**src/rtl/fft_seq_ctrl.sv**
```systemverilog
// Sequencing controller for the 8-point radix-2 DIT FFT core: counter handshake, butterfly
// address/twiddle decode, inter-stage stalls and write-back delay line.
module fft_seq_ctrl #(
  parameter int N_POINTS = 8,
  parameter int STAGES   = 3,
  parameter int BF_LAT   = 2,
  parameter int CNT_W    = 6
) (
  input  logic              Clk,
  input  logic              RSTn,
  input  logic              Start,
  input  logic [CNT_W-1:0]  Cnt_Q,
  input  logic              Cnt_Low,
  output logic              Cnt_Load,
  output logic [CNT_W-1:0]  Cnt_In,
  output logic              Cnt_Down,
  output logic              Busy,
  output logic              Done,
  output logic [1:0]        Stage,
  output logic              Rd_En,
  output logic [STAGES-1:0] Rd_Addr_A,
  output logic [STAGES-1:0] Rd_Addr_B,
  output logic [STAGES-2:0] Tw_Addr,
  output logic              Wr_En,
  output logic [STAGES-1:0] Wr_Addr_A,
  output logic [STAGES-1:0] Wr_Addr_B
);

  localparam int HALF   = N_POINTS / 2;
  localparam int HALF_W = STAGES - 1;
  localparam int TOTAL  = STAGES * HALF;
  localparam int ADDR_W = STAGES;

  typedef enum logic [2:0] {
    S_IDLE,
    S_LOAD,
    S_RUN,
    S_DRAIN,
    S_DONE
  } state_t;

  state_t            r_state, w_state_next;
  logic [2:0]        r_wait, w_wait_next;
  logic              w_issue;
  logic [CNT_W-1:0]  w_k, w_s;
  logic [HALF_W-1:0] w_b, w_low, w_tw;
  logic [ADDR_W-1:0] w_addr_a, w_addr_b;
  logic              w_stage_end;
  logic              w_last_op;

  logic              r_wr_en_pipe [BF_LAT];
  logic [ADDR_W-1:0] r_wr_a_pipe  [BF_LAT];
  logic [ADDR_W-1:0] r_wr_b_pipe  [BF_LAT];

  // Remaining count -> op index k, stage s = k / (N/2), butterfly b = k % (N/2).
  assign w_k = CNT_W'(TOTAL) - Cnt_Q;
  assign w_s = w_k >> HALF_W;
  assign w_b = w_k[HALF_W-1:0];

  always_comb begin
    w_low    = w_b & HALF_W'((32'd1 << w_s) - 32'd1);
    w_addr_a = ADDR_W'(((32'(w_b) >> w_s) << (w_s + 32'd1)) + 32'(w_low));
    w_addr_b = w_addr_a + ADDR_W'(32'd1 << w_s);
    w_tw     = HALF_W'(32'(w_low) << (32'(HALF_W) - 32'(w_s)));
  end

  assign w_stage_end = (w_b == HALF_W'(HALF - 1)) && (w_s < CNT_W'(STAGES - 1));
  assign w_last_op   = (Cnt_Q == CNT_W'(1));

  always_comb begin
    w_state_next = r_state;
    w_wait_next  = r_wait;
    w_issue      = 1'b0;
    Cnt_Load     = 1'b0;
    Cnt_In       = '0;
    Done         = 1'b0;
    Busy         = (r_state != S_IDLE);
    case (r_state)
      S_IDLE: begin
        if (Start) w_state_next = S_LOAD;
      end
      S_LOAD: begin
        Cnt_Load     = 1'b1;
        Cnt_In       = CNT_W'(TOTAL);
        w_wait_next  = '0;
        w_state_next = S_RUN;
      end
      S_RUN: begin
        if (Cnt_Low) begin
          w_state_next = S_DRAIN;
          w_wait_next  = 3'(BF_LAT - 1);
        end else if (r_wait != 3'd0) begin
          w_wait_next = r_wait - 3'd1;
        end else begin
          w_issue = 1'b1;
          // The final issue heads straight to DRAIN so Done lands the cycle after its write.
          if (w_last_op) begin
            w_state_next = S_DRAIN;
            w_wait_next  = 3'(BF_LAT - 1);
          end else if (w_stage_end) begin
            w_wait_next = 3'(BF_LAT);
          end
        end
      end
      S_DRAIN: begin
        if (r_wait == 3'd0) w_state_next = S_DONE;
        else                w_wait_next  = r_wait - 3'd1;
      end
      S_DONE: begin
        Done         = 1'b1;
        w_state_next = S_IDLE;
      end
      default: w_state_next = S_IDLE;
    endcase
  end

  always_ff @(posedge Clk or negedge RSTn) begin
    if (!RSTn) begin
      r_state <= S_IDLE;
      r_wait  <= '0;
    end else begin
      r_state <= w_state_next;
      r_wait  <= w_wait_next;
    end
  end

  assign Rd_En     = w_issue;
  assign Cnt_Down  = w_issue;
  assign Rd_Addr_A = w_issue ? w_addr_a : '0;
  assign Rd_Addr_B = w_issue ? w_addr_b : '0;
  assign Tw_Addr   = w_issue ? w_tw : '0;
  assign Stage     = w_issue ? 2'(w_s) : 2'd0;

  // Write-back mirrors the issue stream BF_LAT cycles later; it keeps shifting through DRAIN.
  always_ff @(posedge Clk or negedge RSTn) begin
    if (!RSTn) begin
      for (int i = 0; i < BF_LAT; i++) begin
        r_wr_en_pipe[i] <= 1'b0;
        r_wr_a_pipe[i]  <= '0;
        r_wr_b_pipe[i]  <= '0;
      end
    end else begin
      r_wr_en_pipe[0] <= w_issue;
      r_wr_a_pipe[0]  <= Rd_Addr_A;
      r_wr_b_pipe[0]  <= Rd_Addr_B;
      for (int i = 1; i < BF_LAT; i++) begin
        r_wr_en_pipe[i] <= r_wr_en_pipe[i-1];
        r_wr_a_pipe[i]  <= r_wr_a_pipe[i-1];
        r_wr_b_pipe[i]  <= r_wr_b_pipe[i-1];
      end
    end
  end

  assign Wr_En     = r_wr_en_pipe[BF_LAT-1];
  assign Wr_Addr_A = r_wr_a_pipe[BF_LAT-1];
  assign Wr_Addr_B = r_wr_b_pipe[BF_LAT-1];

endmodule

```
**config.mk**
```make
export PLATFORM = sky130hd
export DESIGN_NAME = fft_seq_ctrl
export DESIGN_NICKNAME = d
export VERILOG_FILES = /design/src/rtl/fft_seq_ctrl.sv
export SDC_FILE = /design/constraint.sdc
export NUM_CORES = 1
export LEC_CHECK = 0
export CAP_MARGIN = 20
export CELL_PAD_IN_SITES_DETAIL_PLACEMENT = 2
export CELL_PAD_IN_SITES_GLOBAL_PLACEMENT = 2
export CORE_MARGIN = 1
export CORE_UTILIZATION = 30
export DETAILED_ROUTE_END_ITERATION = 10
export PLACE_DENSITY_LB_ADDON = 0.25
export SETUP_SLACK_MARGIN = 0.3
export SKIP_LAST_GASP = 1
export SYNTH_ARGS = -nofsm -noshare
export SYNTH_HDL_FRONTEND = slang
export SYNTH_SLANG_ARGS = --single-unit
```
**constraint.sdc**
```tcl
create_clock -name Clk -period 11.5 [get_ports Clk]
set_input_delay 2.3 -clock Clk [delete_from_list [all_inputs] [get_ports Clk]]
set_output_delay 2.3 -clock Clk [all_outputs]
set_load 0.02 [all_outputs]
```
==> out/metrics.yaml, run 1 <==
status:
  status: "completed"
sta:
  final_max_slew_viol_count: 0
  rsz0062_at_grt: "false"
  setup_viol: 0
  fmax_mhz: 102
  layout_min_cycle_time_ns: 9.79
  min_period_over_period: 0.851
  fin_tns_setup_ns: 0
  finalClockSkew_ns: 0.00274
  hold_viol_final: 0
  tightest_slew_ns: 0.867
  whs_ns: 0.353
  relSlewSlack: 0.420
global_route:
  grt_pass1_vias: 1267
  grt_pass1_wl_um: 6160
  overflow: 0
  globalRouteTotalUtil: 0.157
  grt_max_degree: 21
  antenna_found_initial: 0
yosys:
  syn_area_mm2: 0.00139
  synthXorXnorAreaFrac: 0.0503
  avgSynthCellArea_um2: 8.71
  ys_types: 38
  synthAdderAreaFrac: 0.101
  synth-seq-cells: 20
  yosysWarnings: 0
  ys_seq_area_frac: 0.359
  yosys.area_share.simple: 0.245
  synthCells: 160
  synth_top_family_by_area: "simple AND/OR/NAND/NOR gates"
  synth_mux_area_frac: 0.0144
  synth_compound_area_frac: 0.0996
clock_tree:
  clkSinkCount: 20
  cts_hold_buf: 0
  cts.clk_slew.worst_paths_ns: 0.08
  root_buffer: "clkbuf_8"
  cts_resized: 0
  postCtsSetupBuffers: 0
  worstSkewPairLatency_ns: 0.26
  cts_buffers: 3
  cts_buffer_depth: 2
  cts_tree: "yes"
  htree_levels: 1
final_layout:
  final_cell_area_mm2: 0.00173
  nets: 201
  fillers: 486
  final_cells: 232
  syn_to_final_growth_pct: 24.1
  multi_input_area_um2: 726
  regArea_um2: 500
  drive_above_1_share: 0.0333
  antenna-diode-count: 0
worst_setup_path:
  rrSetupSlack_ns: 9.09
  cp_max_fo: 10
  reg2reg_depth: 8
  cp-startpoint: "Cnt_Q[0]"
  cp_data_required_time_ns: 9.20
  worstSetupStartpointType: "input port"
  cp_data_arrival_time_ns: 7.49
  reg2reg_from: "r_wait[0]"
  crit_path_end_kind: "output pin"
  worstSetupPathType: "in2out"
floorplanning:
  io_pins: 38
  die-area_mm2: 0.00492
  core_area_mm2: 0.00441
  initial_core_util: 0.316
  die_y_um: 70.2
  fp.dieW_um: 70.2
  row_count: 24
pwr:
  ir_drop_v: 0.0000491
  p_per_area_mw_per_mm2: 180
  p_leak_nw: 0.761
flow_run:
  cap_violations: 0
placed_design:
  io_buffer_count: 33
  place_congestion: 0.862
  dp_hpwl_um: 2870
  dp.cells: 228
  placed_cell_area_mm2: 0.00166
detailed_routing:
  drtIter0Drc: 69
  num_vias: 1164
  ant_nets: 0
  routed_via_density: 5.02
  drc: 0
  drt-total-wl_um: 3640
  wire_per_inst_um: 15.7
  drt-pass1-iter-count: 4
min_path:
  worstHoldPathCells: 0
  hold_path.class: "reg2reg"
  hp-start: "r_wr_b_pipe[3]"
==> flip-flops by register name, indices dropped and copies added, names as in the netlist <==
signal        cells
r_wr_b_pipe       3
Wr_Addr_A         3
r_wr_a_pipe       3
Wr_En             1
r_state           3
Wr_Addr_B         3
r_wr_en_pipe      1
r_wait            3
==> placed cells by master (no fill, tap or decap), types with 2 or more instances in the layout <==
master	synthesis	layout
a21oi_1	5	5
a311oi_1	2	2
a31oi_1	2	2
and2_1	6	6
and3_1	3	3
clkbuf_8	0	3
clkdlybuf4s50_1	0	33
conb_1	1	4
dfrtp_1	20	20
fa_1	2	2
ha_1	8	8
inv_1	10	10
mux2i_1	2	2
nand2_1	11	11
nand2b_1	3	3
nand3_1	2	2
nor2_1	20	20
nor2b_1	3	3
nor3_1	6	6
nor3b_1	2	2
nor4_1	3	3
o211ai_1	2	2
o21ai_0	7	7
or4_1	2	2
xnor2_1	5	5
xor2_1	3	3
==> power by group <==
part           switching (mW)  internal (mW)
Clock                  0.0241         0.0464
Sequential             0.0176         0.0847
Combinational          0.0800         0.0593
Total                   0.122          0.190
==> kinds of logic after synthesis <==
kind of cell | Yosys count
other | 1
buffers and inverters | 30
adders and majority gates | 10
AOI/OAI and AO/OA | 22
and+or+nand+nor | 67
DFF | 20
xor gates and xnor gates | 8
muxes | 2
==> Yosys cell counts, drive strengths merged <==
cell / n / area [µm²]
nand2: 11 / 41.3
o211ai: 2 / 15.0
buf: 17 / 130
and3: 3 / 18.8
nor3b: 2 / 15.0
or3: 1 / 6.26
nor2: 20 / 75.1
a32oi: 1 / 8.76
nor3: 7 / 40.0
a311oi: 2 / 17.5
dfrtp: 20 / 500
nand4: 1 / 6.26
a21oi: 5 / 25.0
xor2: 3 / 26.3
xnor2: 5 / 43.8
inv: 10 / 37.5
clkbuf: 3 / 11.3
o211a: 1 / 10.0
nand3b: 1 / 7.51
o21ai: 7 / 35.0
o21a: 1 / 7.51
or4: 2 / 15.0
ha: 8 / 100
nor2b: 3 / 18.8
a31oi: 2 / 12.5
fa: 2 / 40.0
nand3: 2 / 10.0
or2: 2 / 12.5
nand2b: 3 / 18.8
mux2i: 2 / 20.0
nor4: 3 / 18.8
o21bai: 1 / 7.51
conb: 1 / 3.75
and2: 6 / 37.5
==> path summary, 6_finish.rpt <==
| kind | endpoint |
|---|---|
| setup / recovery | Rd_Addr_B[2] |
| hold / removal | Wr_Addr_B[0] |
| setup reg to reg | r_wait[0] |
| hold reg to reg | Wr_Addr_B[0] |
| max in group asynchronous | r_wr_a_pipe[5] |
| min in group asynchronous | Wr_En |
==> through the flow <==
stage	setup slack, ns	power [mW]	utilization
after floorplan	3.15	0.198	-
after global placement	2.00	0.235	0.376
after detailed placement	1.71	0.244	0.376
after CTS	1.70	0.316	0.392
after global routing	1.44	0.334	0.392
final	1.71	0.312	0.392
==> layer usage <==
metal,vias up,wire length [µm],part of all wire,global-route usage
met5,-,0,0,0
met4,0,31,0.0085,0.0467
met3,2,82,0.023,0.0173
met2,23,1950,0.54,0.294
met1,581,1580,0.43,0.186
li1,558,-,-,-
==> area by class of cell <==
class,instances,share of cell area
clock buffers,3,0.0239
clock inverters,1,0.0174
inverters,10,0.0217
multi-input cells,113,0.419
flip-flops and latches,20,0.289
well taps,52,0.0376
repair buffers,33,0.191
==> critical path: stages <==
cell and delay (ns):
clkdlybuf4s50_1 0.63, inv_1 0.13, ha_1 0.33, xnor2_1 0.65, inv_1 0.18, ha_1 0.30, xor2_1 0.17, xnor2_1 0.23
nor2_1 0.07, nand2_1 0.10, nor2_1 0.05, ha_1 0.18, fa_1 0.48, fa_1 0.42, xor2_1 0.18, or2_2 0.28
mux2i_1 0.16, clkdlybuf4s50_1 0.63
Power figures use the tool's default switching activity.
==> run 2, diff against run 1 <==
MAX_ROUTING_LAYER = met4   (was not set)
==> out/metrics.yaml, run 2 (same netlist as run 1, synthesis figures left out) <==
sta:
  fin_tns_setup_ns: 0
  hold_viol_final: 0
  relSlewSlack: 0.420
  final_max_slew_viol_count: 0
  min_period_over_period: 0.851
  rsz0062_at_grt: "false"
  fmax_mhz: 102
  layout_min_cycle_time_ns: 9.79
  finalClockSkew_ns: 0.00259
  setup_viol: 0
  tightest_slew_ns: 0.867
detailed_routing:
  met1_length_um: 1570
  drt-total-wl_um: 3630
  routed_via_density: 5.03
  drc: 0
  num_vias: 1166
  drtIter0Drc: 69
  drt-pass1-iter-count: 4
  met2_length_um: 1960
  wire_per_inst_um: 15.7
  ant_nets: 0
  top_layer: "met4"
  route.met3.wl_um: 83
worst_setup_path:
  rrSetupSlack_ns: 9.09
  cp-startpoint: "Cnt_Q[0]"
  worstSetupStartpointType: "input port"
  cp_max_fo: 10
  cp-endpoint: "Rd_Addr_B[2]"
  crit_path_end_kind: "output pin"
  critical-path-slowest-cell: "xnor2_1"
  reg2reg_depth: 8
  cp_data_arrival_time_ns: 7.49
  cp_data_required_time_ns: 9.20
  crit_path_cell_trace: "clkdlybuf4s50_1 -> inv_1 -> ha_1 -> xnor2_1 -> inv_1 -> ha_1 -> xor2_1 -> xnor2_1 -> nor2_1 -> nand2_1 -> nor2_1 -> ha_1 -> fa_1 -> fa_1 -> xor2_1 -> or2_2 -> mux2i_1 -> clkdlybuf4s50_1"
  worstSetupPathType: "in2out"
  cpMostUsedCell: "ha_1"
  rr_endpoint: "r_wait[0]"
  cpPeakStageDelay_ns: 0.65
  reg2reg_from: "r_wait[0]"
pwr:
  p_leak_nw: 0.761
  ir_drop_v: 0.0000491
  p_per_area_mw_per_mm2: 180
global_route:
  grt_pass1_wl_um: 6160
  grt_max_degree: 21
  antenna_found_initial: 0
  overflow: 0
  globalRouteTotalUtil: 0.161
  grt_pass1_vias: 1268
floorplanning:
  initial_core_util: 0.316
  die-area_mm2: 0.00492
  row_count: 24
  fp.dieW_um: 70.2
  io_pins: 38
  core_area_mm2: 0.00441
  die_y_um: 70.2
placed_design:
  io_buffer_count: 33
  dp_hpwl_um: 2870
  place_congestion: 0.876
  placed_cell_area_mm2: 0.00166
clock_tree:
  cts_resized: 0
  root_buffer: "clkbuf_8"
  htree_levels: 1
  cts_buffers: 3
  postCtsSetupBuffers: 0
  cts_buffer_depth: 2
  worstSkewPairLatency_ns: 0.26
  cts.clk_slew.worst_paths_ns: 0.08
  cts_hold_buf: 0
  clkSinkCount: 20
  cts_tree: "yes"
final_layout:
  fillers: 486
  antenna-diode-count: 0
  syn_to_final_growth_pct: 24.1
  nets: 201
  final_cell_mix: "33 x clkdlybuf4s50_1, 20 x dfrtp_1, 20 x nor2_1"
  final_common_cell: "clkdlybuf4s50_1"
  final_cell_area_mm2: 0.00173
  drive_above_1_share: 0.0333
status:
  status: "completed"
flow_run:
  cap_violations: 0
min_path:
  hold_path.class: "reg2reg"
[run 2: cell counts in the layout (fill, tap and decap cells not counted)]
Identical to the previous run, type by type.
[run 2: worst min path at each step]
stage                              start      endpoint  slack (ns)  cells past startpoint
after floorplan           r_wr_a_pipe[3]  Wr_Addr_A[0]        0.33                      0
after global routing      r_wr_a_pipe[3]  Wr_Addr_A[0]        0.37                      0
after CTS                 r_wr_b_pipe[3]  Wr_Addr_B[0]        0.36                      0
final                     r_wr_b_pipe[3]  Wr_Addr_B[0]        0.35                      0
after global placement    r_wr_b_pipe[4]  Wr_Addr_B[1]        0.34                      0
after detailed placement  r_wr_b_pipe[3]  Wr_Addr_B[0]        0.34                      0
[run 2: area by class of cell]
| cell class | instances | area (µm²) | share of cell area |
|---|---|---|---|
| Inverter | 10 | 37.5 | 0.0217 |
| Clock buffer | 3 | 41.3 | 0.0239 |
| Multi-Input combinational cell | 113 | 726 | 0.419 |
| Tap cell | 52 | 65.1 | 0.0376 |
| Sequential cell | 20 | 500 | 0.289 |
| Timing Repair Buffer | 33 | 330 | 0.191 |
| Clock inverter | 1 | 30.0 | 0.0174 |
[run 2: routing by layer]
layer	up-vias	GRT usage
met5	-	-
met4	0	0.0467
met3	2	0.0173
met2	25	0.294
met1	581	0.186
li1	558	-
[run 2: report_power, final]
part	switching (mW)	leakage [nW]	internal, mW
clock	0.0242	0.0357	0.0464
combinational	0.0800	0.458	0.0593
sequential	0.0176	0.268	0.0847
[run 2: worst max-delay path: cells and delay by family]
kind | cells | cell delay, ns
multiplexers | 1 | 0.16
adder cells (fa/ha/maj) | 5 | 1.71
XOR/XNOR | 4 | 1.23
AND/OR/NAND/NOR | 4 | 0.50
buffers and inverters | 4 | 1.57
[run 2: stage by stage]
stage	std cells	worst slack [ns]	hold slack, ns	utilization	power, mW
after detailed placement	228	1.71	0.338	0.376	0.244
after CTS	232	1.70	0.356	0.392	0.316
after global placement	228	2.00	0.335	0.376	0.235
after global routing	232	1.44	0.373	0.392	0.334
after floorplan	163	3.15	0.331	-	0.198
final	232	1.71	0.353	0.392	0.312
